<file path="src/rtl/spi_pkg.sv">
// Shared definitions for the SPI mode-0 slave.
//   state_e          : FSM state encoding (IDLE=0, ACTIVE=1)
//   DATA_WIDTH_DEF   : default bits per frame
//   SYNC_STAGES_DEF  : default synchronizer depth on each SPI input
package spi_pkg;

  typedef enum logic {
    IDLE   = 1'b0,
    ACTIVE = 1'b1
  } state_e;

  localparam int DATA_WIDTH_DEF  = 8;
  localparam int SYNC_STAGES_DEF = 2;

endpackage

</file>
<file path="src/rtl/spi_sync_edge.sv">
// Single-bit synchronizer with edge detection.
//   clk_i  : system clock
//   rst_i  : asynchronous active-high reset
//   d_i    : asynchronous input
//   q_o    : synchronized level (last sync stage)
//   rise_o : one-clk pulse on a synchronized 0->1 transition
//   fall_o : one-clk pulse on a synchronized 1->0 transition
// The chain resets to 0. For chip select this means a cs that is already
// low when reset releases produces no falling edge, so it cannot start a
// frame; a cs that is high produces a rising edge, which IDLE ignores.
module spi_sync_edge
  import spi_pkg::*;
#(
  parameter int SYNC_STAGES = SYNC_STAGES_DEF
) (
  input  logic clk_i,
  input  logic rst_i,
  input  logic d_i,
  output logic q_o,
  output logic rise_o,
  output logic fall_o
);

  logic [SYNC_STAGES-1:0] sync_q;
  logic                   dly_q;

  always_ff @(posedge clk_i or posedge rst_i) begin
    if (rst_i) begin
      sync_q <= '0;
      dly_q  <= 1'b0;
    end else begin
      sync_q <= {sync_q[SYNC_STAGES-2:0], d_i};
      dly_q  <= sync_q[SYNC_STAGES-1];
    end
  end

  assign q_o    = sync_q[SYNC_STAGES-1];
  assign rise_o = q_o & ~dly_q;
  assign fall_o = ~q_o & dly_q;

endmodule

</file>
<file path="src/rtl/spi_slave.sv">
// SPI mode-0 (CPOL=0, CPHA=0) slave, fully in the clk domain.
//   clk       : system clock, at least 4x spi_clk
//   reset     : asynchronous active-high reset
//   spi_clk   : serial clock from master (idles low)
//   cs        : chip select, active low
//   mosi      : serial data in, MSB first
//   miso      : serial data out, 1 when not selected
//   tx_data   : word to send, captured at frame start (and on frame wrap)
//   rx_data   : last complete received word
//   rx_valid  : one-clk pulse when rx_data updates
//   busy      : high while selected
//   frame_err : one-clk pulse when cs rises mid-frame
module spi_slave
  import spi_pkg::*;
#(
  parameter int DATA_WIDTH  = DATA_WIDTH_DEF,
  parameter int SYNC_STAGES = SYNC_STAGES_DEF
) (
  input  logic                  clk,
  input  logic                  reset,
  input  logic                  spi_clk,
  input  logic                  cs,
  input  logic                  mosi,
  output logic                  miso,
  input  logic [DATA_WIDTH-1:0] tx_data,
  output logic [DATA_WIDTH-1:0] rx_data,
  output logic                  rx_valid,
  output logic                  busy,
  output logic                  frame_err
);

  localparam int              CNT_W    = $clog2(DATA_WIDTH + 1);
  localparam logic [CNT_W-1:0] LAST_BIT = CNT_W'(DATA_WIDTH - 1);

  logic sclk_level_unused, sclk_rise, sclk_fall;
  logic cs_level_unused, cs_rise, cs_fall;
  logic mosi_s, mosi_rise_unused, mosi_fall_unused;

  spi_sync_edge #(.SYNC_STAGES(SYNC_STAGES)) u_sync_sclk (
    .clk_i(clk), .rst_i(reset), .d_i(spi_clk),
    .q_o(sclk_level_unused), .rise_o(sclk_rise), .fall_o(sclk_fall)
  );

  spi_sync_edge #(.SYNC_STAGES(SYNC_STAGES)) u_sync_cs (
    .clk_i(clk), .rst_i(reset), .d_i(cs),
    .q_o(cs_level_unused), .rise_o(cs_rise), .fall_o(cs_fall)
  );

  spi_sync_edge #(.SYNC_STAGES(SYNC_STAGES)) u_sync_mosi (
    .clk_i(clk), .rst_i(reset), .d_i(mosi),
    .q_o(mosi_s), .rise_o(mosi_rise_unused), .fall_o(mosi_fall_unused)
  );

  state_e                  state_q;
  logic [CNT_W-1:0]        bit_cnt_q, bit_cnt_d;
  logic [DATA_WIDTH-1:0]   rx_shift_q, rx_shift_d;
  logic [DATA_WIDTH-1:0]   tx_shift_q;
  logic [DATA_WIDTH-1:0]   rx_data_q;
  logic                    miso_q, rx_valid_q, frame_err_q;
  logic                    done_q;    // frame completed last clk; publish rx_data now
  logic                    reload_q;  // tx word just reloaded; next fall presents its MSB unshifted
  logic                    last_bit;

  always_comb begin
    last_bit   = sclk_rise && (bit_cnt_q == LAST_BIT);
    rx_shift_d = {rx_shift_q[DATA_WIDTH-2:0], mosi_s};
    bit_cnt_d  = bit_cnt_q;
    if (sclk_rise) begin
      bit_cnt_d = last_bit ? '0 : bit_cnt_q + 1'b1;
    end
  end

  always_ff @(posedge clk or posedge reset) begin
    if (reset) begin
      state_q     <= IDLE;
      bit_cnt_q   <= '0;
      rx_shift_q  <= '0;
      tx_shift_q  <= '0;
      rx_data_q   <= '0;
      miso_q      <= 1'b1;
      rx_valid_q  <= 1'b0;
      frame_err_q <= 1'b0;
      done_q      <= 1'b0;
      reload_q    <= 1'b0;
    end else begin
      rx_valid_q  <= 1'b0;
      frame_err_q <= 1'b0;

      // Publishing is outside the state case so a frame completed in the
      // same clk as cs rising still delivers its word from IDLE.
      if (done_q) begin
        rx_data_q  <= rx_shift_q;
        rx_valid_q <= 1'b1;
        done_q     <= 1'b0;
      end

      case (state_q)
        IDLE: begin
          miso_q <= 1'b1;
          if (cs_fall) begin
            tx_shift_q <= tx_data;
            miso_q     <= tx_data[DATA_WIDTH-1];
            bit_cnt_q  <= '0;
            reload_q   <= 1'b0;
            state_q    <= ACTIVE;
          end
        end

        ACTIVE: begin
          if (sclk_rise) begin
            rx_shift_q <= rx_shift_d;
            bit_cnt_q  <= bit_cnt_d;
          end

          if (last_bit) begin
            done_q     <= 1'b1;
            tx_shift_q <= tx_data;
            reload_q   <= 1'b1;
          end else if (sclk_fall) begin
            if (reload_q) begin
              miso_q   <= tx_shift_q[DATA_WIDTH-1];
              reload_q <= 1'b0;
            end else begin
              tx_shift_q <= {tx_shift_q[DATA_WIDTH-2:0], 1'b0};
              miso_q     <= tx_shift_q[DATA_WIDTH-2];
            end
          end

          // Error judged on the count after this clk's rise, so a final
          // bit arriving together with cs rising completes cleanly.
          if (cs_rise) begin
            state_q   <= IDLE;
            miso_q    <= 1'b1;
            reload_q  <= 1'b0;
            bit_cnt_q <= '0;
            if (bit_cnt_d != '0) begin
              frame_err_q <= 1'b1;
            end
          end
        end

        default: state_q <= IDLE;
      endcase
    end
  end

  assign miso      = miso_q;
  assign rx_data   = rx_data_q;
  assign rx_valid  = rx_valid_q;
  assign frame_err = frame_err_q;
  assign busy      = (state_q == ACTIVE);

endmodule

</file>
<file path="config.mk">
export PLATFORM = sky130hd
export DESIGN_NAME = spi_slave
export DESIGN_NICKNAME = d
export VERILOG_FILES = /design/src/rtl/spi_pkg.sv /design/src/rtl/spi_sync_edge.sv /design/src/rtl/spi_slave.sv
export SDC_FILE = /design/constraint.sdc
export NUM_CORES = 1
export LEC_CHECK = 0
export ABC_AREA = 1
export CAP_MARGIN = 10
export CORE_ASPECT_RATIO = 0.6
export CORE_MARGIN = 4
export CORE_UTILIZATION = 53
export DETAILED_ROUTE_END_ITERATION = 10
export GPL_ROUTABILITY_DRIVEN = 0
export PLACE_DENSITY = 0.83
export SLEW_MARGIN = 20
export SYNTH_ARGS = -nofsm -noshare
export SYNTH_HDL_FRONTEND = slang
export SYNTH_SLANG_ARGS = --single-unit
</file>
<file path="constraint.sdc">
create_clock -name clk -period 1.75 [get_ports clk]
set_input_delay 0.2625 -clock clk [delete_from_list [all_inputs] [get_ports clk]]
set_output_delay 0.2625 -clock clk [all_outputs]
set_load 0.01 [all_outputs]
</file>
# Yosys cells after proc, flatten, opt, wreduce, memory -nomap -nowiden
# Cells that the tools add are included.
# Widths: inputs -> output; s select.
# classes
shifts,0
bitwise_logic,9
n_div,0
eq_ne,8
multipliers,0
order_cmp,0
n_addsub,1
n_mux,31
n_reduce_logical,7
# op_table
op,n
$mux 8,4
$mux 4,5
$mux 1,17
$pmux 8 s2,1
$ne 3x3->1 const B,3
$pmux 4 s2,1
$reduce_and 2->1,4
$ne 3x2->1 const B,2
$pmux 1 s2,3
$not 1->1,5
$add 4x1->4 const B,1
$and 1x1->1,4
$eq 4x3->1 const B,1
$ne 4x3->1 const B,1
$reduce_bool 4->1,1
$reduce_and 3->1,1
$ne 2x2->1 const B,1
$logic_and 1x1->1,1
# word_totals
inputBits,13
mem_bits_rw,0
latchBits,0
memories,0
romBits,0
ff_bits,42
word_cells,71

# Longest topological paths before layout
# logic_depth
depth_word,9
ltp_mapped,9
mapped_depth_nobuf,9

# Modules after synthesis
# A second synthesis with hierarchy kept.
# unflattened
cells_unflattened,205
hier_area_um2,1878.1
# by_module_without_submodules
mod,area_each_um2,instances,cells_per_inst,seq_area_each_um2
spi_slave,1596.5,1,181,852.1
spi_sync_edge,93.8,3,8,75.1

# Least setup slack after synthesis
# OpenSTA, ideal clock, no wires.
# synth_path
path_kind,register to register
start,register bit_cnt_q[0]
end,register tx_shift_q[1]
path_slack_ns,0.529
period_less_slack_ns,1.221
path_buffers,0
stages_incl_launch_ff,8
arrival_ns,1.156
required_ns,1.685
cell_sequence,dfrtp_1 -> ha_1 -> nand3_1 -> nor2_1 -> a21oi_1 -> nor2_2 -> nand2_1 -> nand2_1
# synth_via
elab_chain_cells,4
# synth_lines
element,line_no,rtl
from (decl),spi_slave.sv:55,"logic [CNT_W-1:0] bit_cnt_q, bit_cnt_d;"
from (signal assigned),spi_slave.sv:112,bit_cnt_q <= bit_cnt_d;
$eq 4x3->1 (*),spi_slave.sv:65,last_bit = sclk_rise && (bit_cnt_q == LAST_BIT);
$logic_and 1x1->1 (*),spi_slave.sv:65,
$ne 3x2->1 (no line) or $mux 8 (tied branches),n/a,
$reduce_and 3->1 (no line) or $pmux 8 s2 (tied branches),n/a,
to (signal assigned),spi_slave.sv:101,tx_shift_q <= tx_data;
to (signal assigned),spi_slave.sv:117,tx_shift_q <= tx_data;
to (signal assigned),spi_slave.sv:124,"tx_shift_q <= {tx_shift_q[DATA_WIDTH-2:0], 1'b0};"
to (decl),spi_slave.sv:57,logic [DATA_WIDTH-1:0] tx_shift_q;
# Every way passes the cells marked *; elsewhere a longest branch is shown, timed or not.
# A chain may end at the register's enable or synchronous reset.

# Worst setup path in the final report
# layout_path
start,register state_q (netlist: busy)
end,output busy
# layout_lines
element,line_no,rtl
from (decl),spi_slave.sv:54,state_e state_q;
from (signal assigned),spi_slave.sv:75,state_q <= IDLE;
from (signal assigned),spi_slave.sv:105,state_q <= ACTIVE;
from (signal assigned),spi_slave.sv:132,state_q <= IDLE;
to (decl),spi_slave.sv:28,"output logic busy,"
# No word-level cell between the ends.

==> metrics.txt <==
status complete, no violations; Setup violations, final 0; Post-synth ARST share 100%; Crit path required time 1.49 ns; fin crit share 91.9%; synth top area cells dfrtp_1, nand2_1, o21ai_0; Syn Std Cell Area 0.00178 mm^2; critical path launch point type register; Yosys reg bits 42; Routed Antenna Nets 0; Syn Area/Cell 8.75 um^2; via/cell ratio around 5.0; post-DP HPWL between 2000 and 3000 um; Synth Flop Type dfrtp_1; CP endpoint kind output pin; Max Cap Violations 0; routed wl met3 307 um; clk buf depth 2; Cells after Synth 203; DRC violations left 0; worst path cell trace clkdlybuf4s50_1; Crit path arrival time approximately 1.4 ns; CP top delay family buffers and inverters; Layout Nets about 250; most frequent cell after synthesis nand2_1; diodes inserted 0; Critical Path Fanout Max 8; final instance area 0.00219 mm^2; PD cells 1040 mW/mm^2; post-CTS resize count 0; global-route wire length before repair 5830 um; fillcell total approximately 240; yosys synthesis warning count 0; LEAKAGE 1.10 nW; Final Hold Vio Count 0; core area 0.00304 mm^2; clock-pin slew on the worst setup and hold paths 0.07 ns; biggest area consumer among synthesized cells dfrtp_1; post-synth top area share 57.7%; fin crit period 1.61 ns; routed metal-1 wirelength 1630 um; io pins 25; HP Class input port to async pin; die area between 0.004 and 0.005 mm^2; Root Buffer clkbuf_8; Num CTS Buffers 5; CTS tree yes; total vias in the final route about 1400; Initial Util approximately three fifths; hold_buf cts 0; EDFF count, synth 0; Worst Skew approximately 0.0047 ns; Mapped Nets 217; CP peak stage delay 0.59 ns; Seq/Total Area, Yosys 59.2%; PortBufs 24; # rows 15; initial antenna violation count 0; number of detailed-route iterations in the first pass 6; Buf/Inv on CP 1; met2 wire length 1360 um; Worst-Skew Late Latency 0.28 ns; # H-tree levels 2; area of placed instances 0.00208 mm^2; commonest cells in the netlist nand2_1, dfrtp_1, nor2_1; Slew Viols, Final 0; vias in the first global route around 1300; die height 52.9 um; Tightest Pin Transition about 0.56 ns; TNS Setup 0 ns; Peak VDD IR 0.606 mV; share of layout cells above drive strength 1 9.83%; pin count of the biggest net entering global routing 43; synth unique cells 21; DR WL/cell 12.0 um; RSZ-0062 raised after global routing false; relative slew slack 62.0%; die width 82.7 um; Highest Signal Layer met4; final WL ~3300 um; CP max stage cell clkdlybuf4s50_1; Multi-input gate area 626 um^2; FF/Latch Area 0.00105 mm^2; Synth-to-Final Area Change 23.4%; critical path class register to output pin; Max Clk Rate 621 MHz; gr usage total 18.1%; Post-CTS Setup Inserts 0; Detailed Route Iter0 Violations 189; GRT Residual Overflow 0; CTS Sinks 42
-- layout make-up --
type	instances	area share [%]
multi-input combinational	138	28.5
timing repair buffer	27	12.6
sequential	42	48.0
inverter	19	3.37
clock inverter	3	2.00
tap	42	2.40
clock buffer	5	3.14
-- registers in the layout, indices dropped and copies added, names as in the netlist --
name	flops
rx_data	8
frame_err	1
bit_cnt_q	4
miso	1
u_sync_mosi.sync_q	2
reload_q	1
rx_shift_q	8
done_q	1
tx_shift_q	8
u_sync_cs.sync_q	2
rx_valid	1
u_sync_sclk.dly_q	1
u_sync_cs.dly_q	1
busy	1
u_sync_sclk.sync_q	2
-- cell usage in the layout, fill, tap and decap left out, types with 2 or more instances in the layout --
master           netlist  final
nand3_1               13     13
mux2_2                 3      3
inv_1                 17     17
dfrtp_1               41     41
a21oi_1               11     11
nor2_1                20     20
buf_4                  0      2
nand2_1               66     66
clkbuf_8               0      5
nand2_2                3      3
clkdlybuf4s50_1        0     24
o21ai_0               16     16
-- path summary, 6_finish.rpt --
check / startpoint / endpoint / slack, ns / cells after the start
max: busy / busy / 0.14 / 1
min: reset / u_sync_cs.sync_q[1] / 0.32 / 3
max reg2reg: bit_cnt_q[0] / tx_shift_q[7] / 0.15 / 7
min reg2reg: u_sync_cs.sync_q[0] / u_sync_cs.sync_q[1] / 0.36 / 0
max in group asynchronous: reset / miso / 1.17 / 3
min in group clk: u_sync_cs.sync_q[0] / u_sync_cs.sync_q[1] / 0.36 / 0
-- where the power goes --
part	total (mW)	switching [mW]	internal [mW]
clock	0.743	0.316	0.427
combinational	0.344	0.200	0.143
sequential	1.18	0.0802	1.10
total	2.27	0.597	1.68
-- through the flow --
step | utilization, % | hold WS [ns] | setup slack (ns) | instances | total power [mW]
floorplan | - | 0.294 | 0.515 | 203 | 1.41
global placement | 68.4 | 0.332 | 0.244 | 268 | 1.53
detailed placement | 68.4 | 0.337 | 0.217 | 268 | 1.55
CTS | 72.1 | 0.327 | 0.128 | 276 | 2.29
global route | 72.1 | 0.364 | 0.00805 | 276 | 2.41
finish | 72.1 | 0.320 | 0.141 | 276 | 2.27
-- routing by layer --
| metal | vias to the layer above | track usage, % |
|---|---|---|
| met5 | - | 0 |
| met4 | 0 | 3.26 |
| met3 | 4 | 6.63 |
| met2 | 64 | 25.4 |
| met1 | 621 | 26.9 |
| li1 | 698 | - |
-- kinds of logic after synthesis --
kind of cell             after synthesis  share of synthesized area [%]
multiplexers                           3                           1.90
AND/OR/NAND/NOR                      104                           23.8
flip-flops                            42                           59.2
AO/OA/AOI/OAI                         30                           8.80
buffers and inverters                 23                           5.56
adder cells (fa/ha/maj)                1                          0.704
Note: power is estimated with default switching activity, not from simulation.
